[config.mk]
export PLATFORM = sky130hd
export DESIGN_NAME = mac_operand_feeder_flat
export DESIGN_NICKNAME = d
export VERILOG_FILES = /design/src/rtl/mac_pkg.sv /design/src/rtl/mac_operand_feeder_if.sv /design/src/rtl/mac_pair_fifo.sv /design/src/rtl/mac_operand_feeder.sv /design/src/flat_wrapper.sv
export SDC_FILE = /design/constraint.sdc
export NUM_CORES = 1
export LEC_CHECK = 0
export CORE_UTILIZATION = 45
export DETAILED_ROUTE_END_ITERATION = 10
export SLEW_MARGIN = 0
export SYNTH_ARGS = -nofsm -noshare
export SYNTH_HDL_FRONTEND = slang
export SYNTH_SLANG_ARGS = --single-unit
[constraint.sdc]
create_clock -name clk -period 5.25 [get_ports clk]
set_input_delay 1.575 -clock clk [delete_from_list [all_inputs] [get_ports clk]]
set_output_delay 1.575 -clock clk [all_outputs]
set_load 0.005 [all_outputs]
[src/rtl/mac_pkg.sv]
// Shared defaults and feeder state encoding for the MAC operand path.
package mac_pkg;

  localparam int unsigned DW_DEF    = 8;
  localparam int unsigned DEPTH_DEF = 8;

  typedef enum logic [1:0] {
    StIdle  = 2'b00,
    StFill  = 2'b01,
    StIssue = 2'b10,
    StRun   = 2'b11
  } feeder_state_e;

  // Occupancy counter needs one extra bit to represent "full".
  function automatic int unsigned cnt_w(input int unsigned depth);
    return $clog2(depth) + 1;
  endfunction

endpackage

[src/rtl/mac_operand_feeder_if.sv]
// Upstream pair stream plus MAC-controller handshake, bundled for the feeder.
interface mac_operand_feeder_if
  import mac_pkg::*;
#(
  parameter int unsigned DW = DW_DEF
) ();

  logic          in_valid;
  logic          in_ready;
  logic [DW-1:0] in_a;
  logic [DW-1:0] in_b;
  logic          in_last;
  logic          go;
  logic [DW-1:0] op_a;
  logic [DW-1:0] op_b;
  logic          op_last;
  logic          fetch;
  logic          done;
  logic          busy;
  logic          err;

  modport slave (
    input  in_valid, in_a, in_b, in_last, fetch, done,
    output in_ready, go, op_a, op_b, op_last, busy, err
  );

  modport master (
    output in_valid, in_a, in_b, in_last, fetch, done,
    input  in_ready, go, op_a, op_b, op_last, busy, err
  );

endinterface

[src/rtl/mac_pair_fifo.sv]
// Operand-pair FIFO with synchronous flush; push when full and pop when empty are dropped.
module mac_pair_fifo
  import mac_pkg::*;
#(
  parameter int unsigned W     = 2 * DW_DEF + 1,
  parameter int unsigned DEPTH = DEPTH_DEF
) (
  input  logic                    clk,
  input  logic                    rst,
  input  logic                    i_push,
  input  logic                    i_pop,
  input  logic                    i_flush,
  input  logic [W-1:0]            i_wdata,
  output logic [W-1:0]            o_rdata,
  output logic                    o_full,
  output logic                    o_empty,
  output logic [cnt_w(DEPTH)-1:0] o_count
);

  localparam int unsigned AW = $clog2(DEPTH);
  localparam int unsigned CW = cnt_w(DEPTH);

  logic [W-1:0]  r_mem [DEPTH];
  logic [AW-1:0] r_wptr;
  logic [AW-1:0] r_rptr;
  logic [CW-1:0] r_count;
  logic          w_push;
  logic          w_pop;

  assign o_full  = (r_count == CW'(DEPTH));
  assign o_empty = (r_count == '0);
  assign o_count = r_count;
  assign o_rdata = r_mem[r_rptr];
  assign w_push  = i_push && !o_full;
  assign w_pop   = i_pop && !o_empty;

  always_ff @(posedge clk) begin
    if (w_push && !i_flush && !rst) begin
      r_mem[r_wptr] <= i_wdata;
    end
  end

  // Pointers wrap naturally because DEPTH is a power of two.
  always_ff @(posedge clk) begin
    if (rst || i_flush) begin
      r_wptr  <= '0;
      r_rptr  <= '0;
      r_count <= '0;
    end else begin
      if (w_push) r_wptr <= r_wptr + AW'(1);
      if (w_pop)  r_rptr <= r_rptr + AW'(1);
      unique case ({w_push, w_pop})
        2'b10:   r_count <= r_count + CW'(1);
        2'b01:   r_count <= r_count - CW'(1);
        default: r_count <= r_count;
      endcase
    end
  end

endmodule

[src/rtl/mac_operand_feeder.sv]
// Collects an operand vector, pulses go to the MAC controller, then feeds pairs on each fetch.
module mac_operand_feeder
  import mac_pkg::*;
#(
  parameter int unsigned DW    = DW_DEF,
  parameter int unsigned DEPTH = DEPTH_DEF
) (
  input logic                  clk,
  input logic                  rst,
  mac_operand_feeder_if.slave  bus
);

  localparam int unsigned PW = 2 * DW + 1;
  localparam int unsigned CW = cnt_w(DEPTH);

  feeder_state_e r_state;
  logic          r_err;

  logic          w_full;
  logic          w_empty;
  logic [CW-1:0] w_count;
  logic [PW-1:0] w_head;
  logic          w_in_phase;
  logic          w_accept;
  logic          w_run;
  logic          w_pop;
  logic          w_flush;
  logic          w_fetch_bad;
  logic          w_overflow;

  assign w_in_phase  = (r_state == StIdle) || (r_state == StFill);
  assign w_run       = (r_state == StRun) && !rst;
  assign w_accept    = bus.in_valid && bus.in_ready;
  assign w_pop       = w_run && bus.fetch && !w_empty;
  assign w_fetch_bad = bus.fetch && !((r_state == StRun) && !w_empty);
  // The beat that would fill the buffer without closing the vector.
  assign w_overflow  = w_accept && !bus.in_last && (w_count == CW'(DEPTH - 1));
  // A full buffer in IDLE can only be the aftermath of an overflow.
  assign w_flush     = ((r_state == StRun) && bus.done) || ((r_state == StIdle) && w_full);

  mac_pair_fifo #(
    .W     (PW),
    .DEPTH (DEPTH)
  ) u_fifo (
    .clk     (clk),
    .rst     (rst),
    .i_push  (w_accept),
    .i_pop   (w_pop),
    .i_flush (w_flush),
    .i_wdata ({bus.in_a, bus.in_b, bus.in_last}),
    .o_rdata (w_head),
    .o_full  (w_full),
    .o_empty (w_empty),
    .o_count (w_count)
  );

  always_ff @(posedge clk) begin
    if (rst) begin
      r_state <= StIdle;
      r_err   <= 1'b0;
    end else begin
      if (w_fetch_bad || w_overflow) r_err <= 1'b1;
      unique case (r_state)
        StIdle, StFill: begin
          if (w_accept) begin
            if (bus.in_last)     r_state <= StIssue;
            else if (w_overflow) r_state <= StIdle;
            else                 r_state <= StFill;
          end
        end
        StIssue: r_state <= StRun;
        StRun:   if (bus.done) r_state <= StIdle;
        default: r_state <= StIdle;
      endcase
    end
  end

  assign bus.in_ready = !rst && w_in_phase && !w_full;
  assign bus.go       = !rst && (r_state == StIssue);
  assign bus.busy     = w_run;
  assign bus.err      = r_err;

  always_comb begin
    bus.op_a    = '0;
    bus.op_b    = '0;
    bus.op_last = 1'b0;
    if (w_run && !w_empty) begin
      {bus.op_a, bus.op_b, bus.op_last} = w_head;
    end
  end

endmodule
[src/flat_wrapper.sv]
// flat-port wrapper written by rule: the top's interface ports become plain ports
module mac_operand_feeder_flat import mac_pkg::*;
#(
  parameter int unsigned DW    = DW_DEF,
  parameter int unsigned DEPTH = DEPTH_DEF
)
  (clk, rst, bus_in_valid, bus_in_a, bus_in_b, bus_in_last, bus_fetch, bus_done, bus_in_ready, bus_go, bus_op_a, bus_op_b, bus_op_last, bus_busy, bus_err);
  mac_operand_feeder_if #(.DW(DW)) bus_i ();
  input logic clk;
  input logic rst;
  input wire logic [$bits(bus_i.in_valid)-1:0] bus_in_valid;
  input wire logic [$bits(bus_i.in_a)-1:0] bus_in_a;
  input wire logic [$bits(bus_i.in_b)-1:0] bus_in_b;
  input wire logic [$bits(bus_i.in_last)-1:0] bus_in_last;
  input wire logic [$bits(bus_i.fetch)-1:0] bus_fetch;
  input wire logic [$bits(bus_i.done)-1:0] bus_done;
  output wire logic [$bits(bus_i.in_ready)-1:0] bus_in_ready;
  output wire logic [$bits(bus_i.go)-1:0] bus_go;
  output wire logic [$bits(bus_i.op_a)-1:0] bus_op_a;
  output wire logic [$bits(bus_i.op_b)-1:0] bus_op_b;
  output wire logic [$bits(bus_i.op_last)-1:0] bus_op_last;
  output wire logic [$bits(bus_i.busy)-1:0] bus_busy;
  output wire logic [$bits(bus_i.err)-1:0] bus_err;
  assign bus_i.in_valid = bus_in_valid;
  assign bus_i.in_a = bus_in_a;
  assign bus_i.in_b = bus_in_b;
  assign bus_i.in_last = bus_in_last;
  assign bus_i.fetch = bus_fetch;
  assign bus_i.done = bus_done;
  assign bus_in_ready = bus_i.in_ready;
  assign bus_go = bus_i.go;
  assign bus_op_a = bus_i.op_a;
  assign bus_op_b = bus_i.op_b;
  assign bus_op_last = bus_i.op_last;
  assign bus_busy = bus_i.busy;
  assign bus_err = bus_i.err;
  mac_operand_feeder #(.DW(DW), .DEPTH(DEPTH)) u_core (.clk(clk), .rst(rst), .bus(bus_i));
endmodule
Yosys cells after proc, flatten, opt, wreduce, memory -nomap -nowiden
Memory sizes are Yosys's and may differ from the RTL's. A register that Yosys moved wholly into a read port is not among the register bits.
Index checks and enable logic that the tools add are counted.
{"block": "totals", "reg_bits": 13, "ramBits": 136, "in_bits": 22, "out_inout_bits": 21, "wordCells": 65, "memories": 1}
{"name": "u_core.u_fifo.r_mem", "words": 8, "word_bits": 17, "read_ports": 1, "rd_clocked_by_memory_dff": 1, "write_ports": 1, "line": "mac_pair_fifo.sv:23", "rtl": "logic [W-1:0] r_mem [DEPTH];"}
{"block": "classes", "addsub": 4, "n_eq_ne": 9, "n_mux": 13, "reduce_logical": 33}
{"op": "$logic_and 1x1->1", "count": 18}
{"op": "$mux 8", "count": 2}
{"op": "$pmux 4 s2", "count": 1}
{"op": "$add 3x1->3 const B", "count": 2}
{"op": "$eq 2x2->1 const B", "count": 3}
{"op": "$logic_not 1->1", "count": 6}
{"op": "$mux 2", "count": 3}
{"op": "$mux 3", "count": 2}
{"op": "$pmux 2 s3", "count": 1}
{"op": "$add 4x1->4 const B", "count": 1}
{"op": "$eq 2x1->1 const B", "count": 2}
{"op": "$eq 4x3->1 const B", "count": 1}
{"op": "$eq 4x4->1 const B", "count": 1}
{"op": "$logic_not 4->1", "count": 1}
{"op": "$logic_or 1x1->1", "count": 4}
{"op": "$mux 1", "count": 4}
{"op": "$ne 2x2->1 const B", "count": 2}
{"op": "$sub 4x1->4 const B", "count": 1}
{"op": "$logic_not 2->1", "count": 1}
{"op": "$reduce_and 2->1", "count": 1}
{"op": "$reduce_bool 2->1", "count": 1}
{"op": "$reduce_or 2->1", "count": 1}

Logic depth before layout (Yosys ltp)
{"block": "logic_depth", "depth_word": 11, "ltp_mapped": 12, "ltp_nobuf": 10}

Modules after synthesis
From an unflattened synthesis, not the netlist that was laid out.
{"block": "unflattened", "hier_cells": 318, "area_unflattened_um2": 6199.7}
{"mod": "mac_pair_fifo", "n_inst": 1, "cells_each": 274, "area_per_inst_um2": 5855.6, "seq_area_each_um2": 4344.2}
{"mod": "mac_operand_feeder", "n_inst": 1, "cells_each": 44, "area_per_inst_um2": 344.1, "seq_area_each_um2": 60.1}

Least setup slack after synthesis
No wires, ideal clock.
{"block": "synth_path", "path_kind": "input to register", "start": "input rst", "end": "memory u_core.u_fifo.r_mem[0][0] in the netlist's numbering (enable)", "setup_time_ns": 0.435, "t_arrival_ns": 3.754, "t_required_ns": 4.815, "setup_slack_ns": 1.062, "cell_stages": 4, "path_buffers": 1, "path_cell_list": "nor4b_4 inv_2 buf_6 nor4_1"}
{"block": "synth_via", "elab_chain_cells": 9}
{"element": "start: declaration", "line": "flat_wrapper.sv:10", "rtl": "input logic rst;"}
{"element": "$logic_not 1->1 *", "line": "mac_pair_fifo.sv:38, mac_operand_feeder.sv:78"}
{"element": "$logic_and 1x1->1 (2 in series)", "line": "mac_operand_feeder.sv:78", "rtl": "assign bus.in_ready = !rst && w_in_phase && !w_full;"}
{"element": "$logic_and 1x1->1", "line": "mac_operand_feeder.sv:33", "rtl": "assign w_accept = bus.in_valid && bus.in_ready;"}
{"element": "$logic_and 1x1->1", "line": "mac_pair_fifo.sv:34", "rtl": "assign w_push = i_push && !o_full;"}
{"element": "$logic_and 1x1->1", "line": "mac_pair_fifo.sv:38", "rtl": "if (w_push && !i_flush && !rst) begin"}
{"element": "$logic_and 1x1->1 *", "line": "mac_pair_fifo.sv:38"}
{"element": "$mux 1 *", "line": "mac_pair_fifo.sv:38"}
{"element": "$mux 1 (not written as such) *", "line": "mac_pair_fifo.sv:39", "rtl": "r_mem[r_wptr] <= i_wdata;"}
{"element": "end: declaration", "line": "mac_pair_fifo.sv:23"}
Mark *: on every way between the ends. The rest lies on a longest branch, timed or not.

Worst setup path after layout
{"block": "layout_path", "start": "input rst", "end": "output bus_op_last"}
{"block": "layout_via", "elab_chain_cells": 4}
{"element": "$logic_not 1->1", "line": "mac_operand_feeder.sv:32", "rtl": "assign w_run = (r_state == StRun) && !rst;"}
{"element": "$logic_and 1x1->1", "line": "mac_operand_feeder.sv:32"}
{"element": "$logic_and 1x1->1", "line": "mac_operand_feeder.sv:87", "rtl": "if (w_run && !w_empty) begin"}
{"element": "$mux 1", "line": "mac_operand_feeder.sv:87"}
{"element": "end: declaration", "line": "flat_wrapper.sv:21", "rtl": "output wire logic [$bits(bus_i.op_last)-1:0] bus_op_last;"}
Every way passes these cells.

==> summary.md <==
| Metric | Value |
|---|---|
| CTS Buf Count | `17` |
| DRT Pass-1 Iters | `4` |
| H-tree depth | `4` |
| GPL Wtd Cong | `0.740` |
| Syn nets | `343` |
| Final Max Slew Viols | `0` |
| Proportion of layout cells with a drive suffix above 1 | `0.219` |
| Post-detail-place hpwl | `6750 µm` |
| Post-CTS Resized | `0` |
| Bufs on Longest Clock Path | `2` |
| Clk sinks | `152` |
| Overall power | `2.56 mW` |
| Cell variety after synth | `38` |
| Post-Synth XOR/XNOR Area | `0.00728` |
| Unrepaired setup endpoints after global routing | `no` |
| Mean routed wirelength per cell | `20.2 µm` |
| Pleak | `2.30 nW` |
| Vias per inst | `5.42` |
| Synth Area in Simple Gates | `0.0568` |
| Worst setup path class | `input pin to output pin` |
| Antenna Cells | `0` |
| Max-capacitance violation count | `0` |
| DRC | `0` |
| Slew headroom | `0.446` |
| Chip Height | `118 µm` |
| Initial antenna violation count | `0` |
| CTS tree | `built` |
| Die extent in x | `118 µm` |
| Setup bufs post-CTS | `0` |
| Final net count | `403` |
| Gr usage total | `0.180` |
| Main combinational cell family by area after synthesis | `multiplexers` |
| Cells after synthesis | `316` |
| Max IR drop VDD | `0.264 mV` |
| Antenna Nets Post-Route | `0` |
| Seq cells post-synth | `152` |
| Critical Path Source | `rst` |
| Reg2reg start | `u_core.u_fifo.o_count[0]` |
| Clk_skew | `0.00636 ns` |
| Tcrit/Tclk final | `0.942` |
| Via Count | `3040` |
| Measured slew at the worst slew-check pin | `0.829 ns` |
| CP startpoint kind | `input pin` |
| Clock Pin Slew Worst Setup and Hold Paths | `0.05 ns` |
| Hold path startpoint | `u_core.u_fifo.r_rptr[2]` |
| Fin cells | `561` |
| Initial Util | `0.469` |
| Setup TNS | `0 ns` |
| I/O pin count | `43` |
| Cell Pwr Density | `352 nW/µm²` |
| Worst min-delay path category | `flip-flop to flip-flop` |
| Worst-Skew Late Latency | `0.42 ns` |
| Compound-gate portion of the synthesized area | `0.0164` |
| Synth Area in Adders | `0.0104` |
| Critical Path RT | `3.68 ns` |
| Total Wirelength | `11300 µm` |
| Crit-path max FO | `6` |
| Syn_area_per_cell | `19.0 µm²` |
| Sequential share of the synthesized area | `0.732` |
| Overflow after GRT | `0` |
| Synthesized cell area | `6010 µm²` |
| Area grow syn2layout | `21.0%` |
| Final hold vios | `0` |
| Layout Utilization | `0.567` |
| FMAX | `0.202 GHz` |
| Die Footprint | `13800 µm²` |
| Mux share of post-synthesis cell area | `0.161` |
| Crit. End Element | `output pin` |
| Yosys Warn Count | `0` |
| Largest net degree at the start of global routing | `19` |
| Core area | `12800 µm²` |
| Cts hold-fix bufs | `0` |
| DR iter-0 viols | `223` |
| Number of setup violations in the final report | `0` |
| Cell row count | `41` |
| Status | `complete, no violations` |
| Placed Instances | `529` |
| First-pass GRT wire length | `17900 µm` |
| CTS root buffer | `clkbuf_16` |
| Min Tclk post-route | `4.94 ns` |
| IO Port Bufs | `42` |
| CP Data Arrival Time | `3.37 ns` |
| Layout filler cell count | `1000` |
| Vias in the first global route | `3148` |
cell families (layout without fill, tap and decap cells):
logic type,count (synthesis),after routing
AND/OR/NAND/NOR,62,62
multiplexers,54,54
adder cells (fa/ha/maj),5,5
buffers and inverters,21,94
XOR/XNOR,5,5
AO/OA/AOI/OAI,17,17
flip-flops,152,152
through the flow:
step / cell area, µm² / hold slack, ns / setup WS, ns
finish: 7270 / 0.518 / 0.306
global route: 7270 / 0.574 / 0.280
CTS: 7270 / 0.525 / 0.347
detailed placement: 6730 / 0.511 / 0.359
global placement: 6730 / 0.503 / 0.425
floorplan: 6010 / 0.475 / 1.06
path summary, 6_finish.rpt:
path | endpoint | slack (ns) | cells past startpoint
max | bus_op_last | 0.31 | 6
min | u_core.u_fifo.r_rptr[2] | 0.52 | 2
max reg2reg | u_core.u_fifo.o_count[2] | 2.67 | 9
min reg2reg | u_core.u_fifo.r_rptr[2] | 0.52 | 2
worst max-delay path: stages:
cell and delay, ns:
clkdlybuf4s50_1 0.41, and3b_1 0.30, nand2_1 0.11, buf_4 0.18, nor2_1 0.24, clkdlybuf4s50_1 0.55
Yosys cell counts:
cell      instances  area (µm²)
a211oi_1          1        7.51
a21o_1            1        7.51
a21oi_1           7        35.0
a221oi_1          1        8.76
a31o_2            1        8.76
a31oi_1           1        6.26
and2b_1           1        7.51
and3_1            2        12.5
and3b_1           1        8.76
buf_1             1        3.75
buf_2             7        35.0
buf_6             1        11.3
clkbuf_1          7        26.3
clkbuf_2          1        5.00
dfxtp_1          16         320
edfxtp_1        136        4080
ha_1              5        62.6
inv_1             3        11.3
inv_2             1        3.75
mux2i_1          20         200
mux4_2           34         766
nand2_1           6        22.5
nand2b_1          2        12.5
nand3_1           3        15.0
nand4_1           1        6.26
nor2_1           29         109
nor3_1            6        30.0
nor4_1            2        12.5
nor4b_4           2        47.6
nor4bb_1          1        10.0
o21ai_0           5        25.0
or2_2             1        6.26
or3_1             2        12.5
or4_1             1        7.51
or4_4             1        11.3
or4b_2            1        10.0
xnor2_1           1        8.76
xor2_1            4        35.0
layout make-up:
cell class,count,area [µm²],area share
sequential,152,4410,0.606
clock buffer,26,469,0.0645
timing repair buffer,58,553,0.0760
tap,172,215,0.0296
clock inverter,6,77.6,0.0107
multi-input combinational,143,1540,0.212
inverter,4,15.0,0.00206
power breakdown:
group,internal (mW),total [mW],switching [mW]
combinational,0.0381,0.0804,0.0423
clock,0.707,1.14,0.430
sequential,1.34,1.35,0.0105
total,2.08,2.56,0.483
state kept, by name, summed over array words and instances, names as in the netlist, named ones only:
register,count
u_core.u_fifo.r_rptr,3
u_core.u_fifo.o_count,4
u_core.u_fifo.r_wptr,3
u_core.u_fifo.r_mem,136
u_core.bus.err,1
u_core.r_state,2
per-layer routing:
layer,routed length [µm],part of all wire,GRT usage
met1,4980,0.44,0.227
met2,5580,0.49,0.293
met3,543,0.048,0.0514
met4,200,0.018,0.0793
met5,0,0,0
layout by cell type, fill, tap and decap left out, drive strengths merged, types with 2 or more instances in the layout:
cell type / n
edfxtp: 136
clkdlybuf4s50: 42
mux4: 34
nor2: 29
clkbuf: 26
mux2i: 20
dfxtp: 16
buf: 16
a21oi: 7
nand2: 6
nor3: 6
o21ai: 5
ha: 5
xor2: 4
inv: 4
clkinv: 4
nand3: 3
and3: 2
nor4b: 2
nand2b: 2
or3: 2
bufinv: 2
or4: 2
nor4: 2
No activity file was read; power rests on OpenSTA's default activity.
